==> src/rtl/ps2_pkg.sv <==
// Shared constants and types for the PS/2 keyboard receiver: prefix codes,
// framing FSM encoding and the layout of one queued key event.
package ps2_pkg;

  localparam logic [7:0] PS2_BREAK   = 8'hF0;
  localparam logic [7:0] PS2_EXT     = 8'hE0;
  localparam int         KEY_ENTRY_W = 10;

  typedef enum logic [1:0] {
    IDLE   = 2'd0,
    DATA   = 2'd1,
    PARITY = 2'd2,
    STOP   = 2'd3
  } ps2_state_e;

  typedef struct packed {
    logic       ext;
    logic       brk;
    logic [7:0] code;
  } key_entry_t;

  // PS/2 uses odd parity over the eight data bits plus the parity bit.
  function automatic logic odd_parity_ok(input logic [7:0] byte_in, input logic par_in);
    return ^{byte_in, par_in};
  endfunction

endpackage

==> src/rtl/ps2_key_fifo.sv <==
// Small show-ahead FIFO for decoded key events. Head data reads 0 when empty;
// a push into a full FIFO without a simultaneous pop is dropped and flagged.
module ps2_key_fifo #(
  parameter int DEPTH = 4,
  parameter int WIDTH = 10
) (
  input  logic             clk,
  input  logic             rst,
  input  logic             push,
  input  logic [WIDTH-1:0] wr_data,
  input  logic             pop,
  output logic [WIDTH-1:0] rd_data,
  output logic             empty,
  output logic             overflow
);

  localparam int            AW       = (DEPTH > 1) ? $clog2(DEPTH) : 1;
  localparam int            CW       = AW + 1;
  localparam logic [CW-1:0] FULL_CNT = CW'(DEPTH);

  logic [WIDTH-1:0] mem [DEPTH];
  logic [AW-1:0]    wr_ptr_q, wr_ptr_d;
  logic [AW-1:0]    rd_ptr_q, rd_ptr_d;
  logic [CW-1:0]    count_q, count_d;
  logic             overflow_q, overflow_d;
  logic             full, do_push, do_pop;

  assign empty = (count_q == '0);
  assign full  = (count_q == FULL_CNT);

  always_comb begin
    do_pop     = pop & ~empty;
    // A pop in the same cycle frees the slot, so a full FIFO still accepts.
    do_push    = push & (~full | do_pop);
    overflow_d = push & full & ~do_pop;
    wr_ptr_d   = wr_ptr_q;
    rd_ptr_d   = rd_ptr_q;
    count_d    = count_q;
    if (do_push) wr_ptr_d = wr_ptr_q + 1'b1;
    if (do_pop)  rd_ptr_d = rd_ptr_q + 1'b1;
    case ({do_push, do_pop})
      2'b10:   count_d = count_q + 1'b1;
      2'b01:   count_d = count_q - 1'b1;
      default: count_d = count_q;
    endcase
  end

  always_ff @(posedge clk or negedge rst) begin
    if (!rst) begin
      wr_ptr_q   <= '0;
      rd_ptr_q   <= '0;
      count_q    <= '0;
      overflow_q <= 1'b0;
    end else begin
      wr_ptr_q   <= wr_ptr_d;
      rd_ptr_q   <= rd_ptr_d;
      count_q    <= count_d;
      overflow_q <= overflow_d;
    end
  end

  always_ff @(posedge clk) begin
    if (do_push) mem[wr_ptr_q] <= wr_data;
  end

  assign rd_data  = empty ? '0 : mem[rd_ptr_q];
  assign overflow = overflow_q;

endmodule

==> src/rtl/ps2_keyboard_receiver.sv <==
// PS/2 device-to-host receiver: line synchroniser, framing FSM with parity,
// stop and timeout checks, break/extended prefix stripping and an event queue.
module ps2_keyboard_receiver
  import ps2_pkg::*;
#(
  parameter int SYNC_STAGES    = 2,
  parameter int TIMEOUT_CYCLES = 100000,
  parameter int FIFO_DEPTH     = 4,
  parameter bit CHECK_PARITY   = 1'b1
) (
  input  logic       clk,
  input  logic       rst,
  input  logic       clkKeyboard,
  input  logic       data,
  output logic [7:0] keyCode,
  output logic       keyBreak,
  output logic       keyExtended,
  output logic       keyValid,
  input  logic       keyReady,
  output logic       parityErr,
  output logic       frameErr,
  output logic       overflow
);

  localparam int            TO_W    = (TIMEOUT_CYCLES > 2) ? $clog2(TIMEOUT_CYCLES) : 1;
  localparam logic [TO_W-1:0] TO_LAST = TO_W'(TIMEOUT_CYCLES - 2);

  logic [SYNC_STAGES-1:0] kclk_sync_q, kdat_sync_q;
  logic                   kclk_fall, kdat;

  ps2_state_e state_q, state_d;
  logic [2:0]      bit_cnt_q, bit_cnt_d;
  logic [7:0]      sh_q, sh_d;
  logic            par_q, par_d;
  logic [TO_W-1:0] to_cnt_q, to_cnt_d;
  logic            timeout_hit;

  logic            frame_done_q, frame_done_d;
  logic            frame_bad_q, frame_bad_d;
  logic [7:0]      frame_byte_q, frame_byte_d;
  logic            parity_err_q, parity_err_d;
  logic            frame_err_q, frame_err_d;

  logic            brk_pend_q, brk_pend_d;
  logic            ext_pend_q, ext_pend_d;
  logic            key_push;
  key_entry_t      push_entry, head_entry;
  logic            fifo_empty;

  // Idle PS/2 lines are high, so the chains reset to 1 to avoid a false fall.
  always_ff @(posedge clk or negedge rst) begin
    if (!rst) begin
      kclk_sync_q <= '1;
      kdat_sync_q <= '1;
    end else begin
      kclk_sync_q <= {kclk_sync_q[SYNC_STAGES-2:0], clkKeyboard};
      kdat_sync_q <= {kdat_sync_q[SYNC_STAGES-2:0], data};
    end
  end

  assign kclk_fall = kclk_sync_q[SYNC_STAGES-1] & ~kclk_sync_q[SYNC_STAGES-2];
  assign kdat      = kdat_sync_q[SYNC_STAGES-1];

  always_comb begin
    state_d      = state_q;
    bit_cnt_d    = bit_cnt_q;
    sh_d         = sh_q;
    par_d        = par_q;
    to_cnt_d     = to_cnt_q;
    timeout_hit  = 1'b0;
    frame_done_d = 1'b0;
    frame_bad_d  = 1'b0;
    frame_byte_d = frame_byte_q;
    parity_err_d = 1'b0;
    frame_err_d  = 1'b0;

    // A fall in the same cycle as the limit keeps the frame alive.
    if (state_q == IDLE || kclk_fall) begin
      to_cnt_d = '0;
    end else if (to_cnt_q == TO_LAST) begin
      timeout_hit = 1'b1;
      state_d     = IDLE;
      frame_err_d = 1'b1;
      to_cnt_d    = '0;
    end else begin
      to_cnt_d = to_cnt_q + 1'b1;
    end

    if (kclk_fall) begin
      case (state_q)
        IDLE: begin
          if (!kdat) begin
            state_d   = DATA;
            bit_cnt_d = '0;
          end
        end
        DATA: begin
          sh_d      = {kdat, sh_q[7:1]};
          bit_cnt_d = bit_cnt_q + 1'b1;
          if (bit_cnt_q == 3'd7) state_d = PARITY;
        end
        PARITY: begin
          par_d   = kdat;
          state_d = STOP;
        end
        STOP: begin
          state_d = IDLE;
          if (CHECK_PARITY && !odd_parity_ok(sh_q, par_q)) begin
            parity_err_d = 1'b1;
            frame_bad_d  = 1'b1;
          end else if (!kdat) begin
            frame_err_d  = 1'b1;
            frame_bad_d  = 1'b1;
          end else begin
            frame_done_d = 1'b1;
            frame_byte_d = sh_q;
          end
        end
        default: state_d = IDLE;
      endcase
    end
  end

  // Prefix bytes only arm flags; the next real scan code carries and clears them.
  always_comb begin
    brk_pend_d = brk_pend_q;
    ext_pend_d = ext_pend_q;
    key_push   = 1'b0;
    if (frame_bad_q) begin
      brk_pend_d = 1'b0;
      ext_pend_d = 1'b0;
    end else if (frame_done_q) begin
      if (frame_byte_q == PS2_BREAK) begin
        brk_pend_d = 1'b1;
      end else if (frame_byte_q == PS2_EXT) begin
        ext_pend_d = 1'b1;
      end else begin
        key_push   = 1'b1;
        brk_pend_d = 1'b0;
        ext_pend_d = 1'b0;
      end
    end
    if (timeout_hit) begin
      brk_pend_d = 1'b0;
      ext_pend_d = 1'b0;
    end
  end

  always_ff @(posedge clk or negedge rst) begin
    if (!rst) begin
      state_q      <= IDLE;
      bit_cnt_q    <= '0;
      sh_q         <= '0;
      par_q        <= 1'b0;
      to_cnt_q     <= '0;
      frame_done_q <= 1'b0;
      frame_bad_q  <= 1'b0;
      frame_byte_q <= '0;
      parity_err_q <= 1'b0;
      frame_err_q  <= 1'b0;
      brk_pend_q   <= 1'b0;
      ext_pend_q   <= 1'b0;
    end else begin
      state_q      <= state_d;
      bit_cnt_q    <= bit_cnt_d;
      sh_q         <= sh_d;
      par_q        <= par_d;
      to_cnt_q     <= to_cnt_d;
      frame_done_q <= frame_done_d;
      frame_bad_q  <= frame_bad_d;
      frame_byte_q <= frame_byte_d;
      parity_err_q <= parity_err_d;
      frame_err_q  <= frame_err_d;
      brk_pend_q   <= brk_pend_d;
      ext_pend_q   <= ext_pend_d;
    end
  end

  assign push_entry = {ext_pend_q, brk_pend_q, frame_byte_q};

  ps2_key_fifo #(
    .DEPTH (FIFO_DEPTH),
    .WIDTH (KEY_ENTRY_W)
  ) u_fifo (
    .clk      (clk),
    .rst      (rst),
    .push     (key_push),
    .wr_data  (push_entry),
    .pop      (keyReady),
    .rd_data  (head_entry),
    .empty    (fifo_empty),
    .overflow (overflow)
  );

  assign keyCode     = head_entry.code;
  assign keyBreak    = head_entry.brk;
  assign keyExtended = head_entry.ext;
  assign keyValid    = ~fifo_empty;
  assign parityErr   = parity_err_q;
  assign frameErr    = frame_err_q;

endmodule

==> config.mk <==
export PLATFORM = sky130hd
export DESIGN_NAME = ps2_keyboard_receiver
export DESIGN_NICKNAME = d
export VERILOG_FILES = /design/src/rtl/ps2_pkg.sv /design/src/rtl/ps2_key_fifo.sv /design/src/rtl/ps2_keyboard_receiver.sv
export SDC_FILE = /design/constraint.sdc
export NUM_CORES = 1
export LEC_CHECK = 0
export CORE_ASPECT_RATIO = 0.6
export CORE_MARGIN = 5
export CORE_UTILIZATION = 50
export DETAILED_ROUTE_END_ITERATION = 16
export MAX_ROUTING_LAYER = met4
export PLACE_DENSITY = 0.68
export SYNTH_ARGS = -nofsm -noshare
export SYNTH_HDL_FRONTEND = slang
export SYNTH_SLANG_ARGS = --single-unit
==> constraint.sdc <==
create_clock -name clk -period 3.4 [get_ports clk]
set_clock_uncertainty 0.2 [all_clocks]
set_input_delay 0.85 -clock clk [delete_from_list [all_inputs] [get_ports clk]]
set_output_delay 0.85 -clock clk [all_outputs]
set_load 0.02 [all_outputs]
======== Word level (Yosys, flattened, before mapping) ========
Memories as Yosys holds them, arrays and structs flattened.
Cells that the tools add are included.
storage, ports and cells
  bits in registers ....................... 57
  output and inout port bits .............. 14
  memories ................................ 1
  bits of input ports ..................... 5
  memory bits (writable) .................. 40
  word-level logic and storage cells ...... 106
cells by class
  reductions and logical operators ........ 13
  add/subtract/negate cells ............... 6
  eq/ne operators ......................... 13
  muxes and demuxes ....................... 45
  bitwise operators ....................... 10
memories
  name        words  width  read ports  clocked after Yosys merged registers in  wr ports  RTL line            text
  u_fifo.mem  4      10     1           0                                        1         ps2_key_fifo.sv:21  logic [WIDTH-1:0] mem [DEPTH];
operators by type and width
  operator                                        count
  2-to-1 mux 17 bit                               2
  2-to-1 mux 1 bit                                33
  adder 17 x 1 -> 17 bit (second input constant)  1
  == test 17 bit (second input constant)          1
  == test 8 bit (second input constant)           2
  case mux 3 bit (2 select lines)                 2
  2-to-1 mux 10 bit                               1
  2-to-1 mux 2 bit                                5
  parity 9 bit                                    1
  case mux 2 bit (4 select lines)                 1
  AND reduction 2 bit                             4
  adder 3 x 1 -> 3 bit (second input constant)    2
  == test 2 bit (second input constant)           3
  == test 3 bit (second input constant)           2
  bitwise AND 1 bit                               5
  adder 2 x 1 -> 2 bit (second input constant)    2
  == test 2 x 1 -> 1 bit (second input constant)  2
  inequality test 4 bit (second input constant)   1
  NOT 1 bit                                       4
  AND reduction 4 bit                             1
  nonzero test 2 bit                              2
  zero test 3 bit                                 1
  2-to-1 mux 3 bit                                1
  inequality test 3 bit (second input constant)   1
  7 further kinds                                 7

======== Longest topological paths before layout ========
  word-level depth ........................ 8
  gate-level depth with buffers ........... 10
  depth with buffers taken out ............ 10

======== By module ========
Synthesis repeated with hierarchy kept, for this count alone.
second synthesis, totals
  cells, all modules ...................... 290
  area, all modules ....................... 4267.8 sq um
by module, submodules not included
  module                 times used  cells each  area an instance (sq um)
  ps2_keyboard_receiver  1           187         2225.9
  ps2_key_fifo           1           103         2042.0

======== Worst setup path before layout ========
OpenSTA, ideal clock, no wires.
  kind .................................... in2reg
  start ................................... input keyReady
  end ..................................... register u_fifo.count_q[2]
  arrival ................................. 2.346 ns
  stages .................................. 9
  library setup time ...................... 0.079 ns
  setup slack ............................. 0.775 ns
  required time ........................... 3.121 ns
  path through ............................ nor4b_1 -> nor3_1 -> inv_1 -> ha_1 -> inv_1 -> fa_1 -> xor2_1 -> nor2_1 -> xor2_1
between the ends
  word-level cells in the longest chain between the ends .. 5
  elaborated cells on any way between the ends .. 7
  classes of those cells .................. 2 x eq/ne; 1 x mux; 3 x bitwise; 1 x reduce/logical
ends and longest elaborated chain
  item                                                                   RTL line                     text
  from (decl)                                                            ps2_keyboard_receiver.sv:19  input logic keyReady,
  bitwise AND 1 bit (*)                                                  ps2_key_fifo.sv:32           do_pop = pop & ~empty;
  bitwise OR 1 bit                                                       ps2_key_fifo.sv:34           do_push = push & (~full | do_pop);
  bitwise AND 1 bit                                                      ps2_key_fifo.sv:34
  == test 2 x 1 -> 1 bit or == test 2 bit (tied branches)                ps2_key_fifo.sv:41           case ({do_push, do_pop})
  case mux 3 bit (2 select lines) or nonzero test 2 bit (tied branches)  n/a
  to (signal assigned)                                                   ps2_key_fifo.sv:57           count_q <= count_d;
  to (decl)                                                              ps2_key_fifo.sv:24           logic [CW-1:0] count_q, count_d;
Every way passes the cells marked *; elsewhere a longest branch is shown, timed or not.
A chain may end at the register's enable or synchronous reset.

======== Worst setup path after layout ========
  start ................................... register u_fifo.rd_ptr_q[0]
  end ..................................... output keyCode[3]
between the ends
  word-level cells in the longest chain between the ends .. 2
ends and longest elaborated chain
  item                    RTL line                     text
  from (decl)             ps2_key_fifo.sv:23           logic [AW-1:0] rd_ptr_q, rd_ptr_d;
  from (signal assigned)  ps2_key_fifo.sv:56           rd_ptr_q <= rd_ptr_d;
  memory (4 x 10 bit)     n/a
  2-to-1 mux 10 bit       ps2_key_fifo.sv:66           assign rd_data = empty ? '0 : mem[rd_ptr_q];
  to (decl)               ps2_keyboard_receiver.sv:15  output logic [7:0] keyCode,
No other way between the ends.

==> impl_metrics.csv <==
group,metric,value,unit
worst_setup_path,path_cells,"buf_4 -> mux4_2 -> and2_1 -> clkdlybuf4s50_1",
worst_setup_path,r2r_slack,0.68,ns
outcome,outcome,"complete, no violations",
global_routing,gr-max-usage-layer,"met1",
yosys,synthesis.area,4170,sq um
place,post_dp_cell_area,4490,sq um
final_layout,antennaDiodeCount,0,
power_and_ir_drop,peakVddDrop,0.445,mV
clock_network,hold_buffers,0,
place,portBuffers,18,
power_and_ir_drop,comb_power_share,22.6,%
yosys,synthArstFlopShare,58.8,%
yosys,synth_flop_cell,"dfrtp_1",
yosys,ys_ff_latch,97,
place,dp.cells,410,
route,drt_iter0_drc,138,
timing,slew_headroom,43.2,%
die,pin_count,19,
clock_network,clock_latency,0.34,ns
worst_setup_path,critical_path_class,"reg2out",
timing,period_share,95.0,%
route,drtPass1Iterations,5,
final_layout,design_area,4820,sq um
clock_network,numCtsBuffers,9,
timing,fmax,310,MHz
worst_setup_path,slowest_stage,"mux4_2",
clock_network,clock_sinks,97,
power_and_ir_drop,power,3330,uW
clock_network,root_buffer,"clkbuf_16",
clock_network,cts_resized,0,
power_and_ir_drop,pwr-share-clk,33.1,%
timing,worst_slew_pin_slew,0.853,ns
worst_hold_path,hold_class,"reg2reg",
clock_network,clock_path_buffers,2,
route,drc,0,
final_layout,layout-drive-gt1-share,19.2,%
yosys,yosys_warnings,0,
timing,rsz0062_at_grt,"false",
place,dp_hpwl,5040,um
final_layout,area_growth,15.5,%
yosys,synthDistinctLibCells,43,
global_routing,grt_pass1_vias,2354,
job,max_cap_violations,0,
global_routing,grt_pass1_wl,12300,um
die,start_util,52.1,%
global_routing,grtUsageMet1,24.0,%
timing,setup_viol,0,
global_routing,grt_max_degree,40,
yosys,synthCells,287,
route,num_vias,2321,
worst_setup_path,crit_path_max_incr_delay,0.56,ns
power_and_ir_drop,p_sw_share,28.2,%
timing,period_minus_slack,3.23,ns
place,globalplace.congestion,0.827,
worst_setup_path,cp_max_fo,12,
worst_setup_path,cp-end-kind,"output port",
worst_setup_path,worst_setup_path_start_kind,"flip-flop",
timing,hold_viol,0,
clock_network,cts_tree,"yes",
yosys,syn_nets,302,
yosys,synth_top_area_share,31.8,%
die,fp-row-count,25,
die,core_area,8010,sq um
route,ant_nets,0,
route,totalWireLength,7160,um
die,die_y,80.8,um
die,die_w,128,um
global_routing,grt_util_met3,4.93,%
power_and_ir_drop,power_density,690,nW/um^2
worst_setup_path,arrival,2.18,ns
final_layout,final_nets,328,
route,routedWlPerCell,16.8,um
yosys,synthTopCellsByArea,"dfrtp_1 32%, edfxtp_1 29%, mux4_2 5.4%",
yosys,synth_top_cell_by_area,"dfrtp_1",
clock_network,path_clk_slew,0.07,ns
timing,slew_violations,0,
global_routing,grt_use_met2,22.1,%
power_and_ir_drop,p_leak,0.00198,uW
worst_setup_path,cp.required,2.35,ns
timing,tns,0,ns
die,die-area,10300,sq um
yosys,synth_enable_flop_cells,40,
power_and_ir_drop,netSwitchingPower,937,uW
yosys,ys_seq_area_share,63.1,%
global_routing,overflow,0,
global_routing,track_usage,16.4,%
final_layout,fin_cells,426,
global_routing,grt_antenna_before_repair,0,
yosys,avgSynthCellArea,14.5,sq um
route,via_per_inst,5.45,
power_and_ir_drop,p_int,2390,uW
clock_network,post_cts_buffers,0,
clock_network,h-tree-depth,3,
power_and_ir_drop,pwr-share-seq,44.3,%
worst paths after layout:
kind | startpoint | endpoint | cells after the start
worst max-delay path | u_fifo.rd_ptr_q[0] | keyCode[3] | 4
worst min-delay path | kdat_sync_q[0] | kdat_sync_q[1] | 0
worst max register to register | frame_byte_q[2] | u_fifo.count_q[2] | 10
worst min register to register | kdat_sync_q[0] | kdat_sync_q[1] | 0
max in group asynchronous | rst | u_fifo.overflow | 2
min in group asynchronous | rst | bit_cnt_q[0] | 1
layout make-up:
cell class                 count  area, sq um
multi-input combinational    171         1460
inverter                      10         37.5
tap                          108          135
fill                         650         3190
clock inverter                 7          106
timing repair buffer          24          220
clock buffer                   9          225
sequential                    97         2630
per-layer routing:
metal,up-vias,wire [um]
met3,6,320
met2,38,3070
li1,1103,-
met4,0,48
met1,1174,3720
met5,-,0
stage by stage:
| stage | setup slack, ns | hold slack [ns] | utilization (%) |
|---|---|---|---|
| global placement | 0.343 | 0.146 | 56.1 |
| finish | 0.172 | 0.160 | 60.2 |
| floorplan | 0.775 | 0.145 | - |
| CTS | 0.137 | 0.159 | 60.2 |
| global route | 0.0777 | 0.167 | 60.2 |
| detailed placement | 0.224 | 0.153 | 56.1 |
placed cells by master (no fill, tap or decap), types with 9 or more instances in the layout:
cell type        instances
xnor2_1                 10
xor2_1                  11
and2_1                  15
clkbuf_16                9
inv_1                   10
mux2_2                  19
clkdlybuf4s50_1         17
nor2_1                  16
a21oi_1                  9
ha_1                     9
edfxtp_1                40
dfrtp_1                 53
mux4_2                  10
nand3_1                 10
power by group through the flow:
stage / logic, uW / clock network (uW) / registers [uW]
2_1_floorplan: 616 / 0 / 1430
3_3_place_gp: 737 / 0 / 1490
3_5_place_dp: 763 / 0 / 1490
4_1_cts: 769 / 1130 / 1470
5_1_grt: 829 / 1190 / 1490
6_report: 753 / 1100 / 1470
state kept, by name, indices dropped and copies added (netlist names):
register / cells
ext_pend_q: 1
u_fifo.wr_ptr_q: 2
frame_byte_q: 8
brk_pend_q: 1
parityErr: 1
state_q: 2
par_q: 1
u_fifo.mem: 40
frameErr: 1
u_fifo.rd_ptr_q: 2
u_fifo.count_q: 3
bit_cnt_q: 3
kclk_sync_q: 2
frame_done_q: 1
to_cnt_q: 17
u_fifo.overflow: 1
sh_q: 8
frame_bad_q: 1
kdat_sync_q: 2
worst max-delay path: cells and delay by family, from the launching register on:
kind | cells | cell delay, ns
flops | 1 | 0.33
mux | 1 | 0.56
simple gates | 1 | 0.18
buf+inv | 2 | 0.78
synthesized netlist by cell type, drive strengths merged (2+ instances only):
master,count
a21oi,9
a22o,2
and2,15
and3,4
buf,3
clkbuf,6
dfrtp,53
dfstp,4
edfxtp,40
ha,9
inv,10
mux2,19
mux4,10
nand2,7
nand3,10
nand4,3
nand4b,2
nor2,16
nor3,5
nor3b,4
nor4,3
nor4b,2
o21ai,7
o31ai,2
or3,5
or4,3
xnor2,10
xnor3,2
xor2,11
cell families after synthesis:
group / after synthesis / synth area share, %
buf+inv: 19 / 1.86
fa+ha+maj: 10 / 3.18
simple gates: 84 / 11.5
flops: 97 / 63.1
mux: 30 / 11.1
xor+xnor: 23 / 5.52
compound gates: 24 / 3.84
Power figures use the tool's default switching activity.
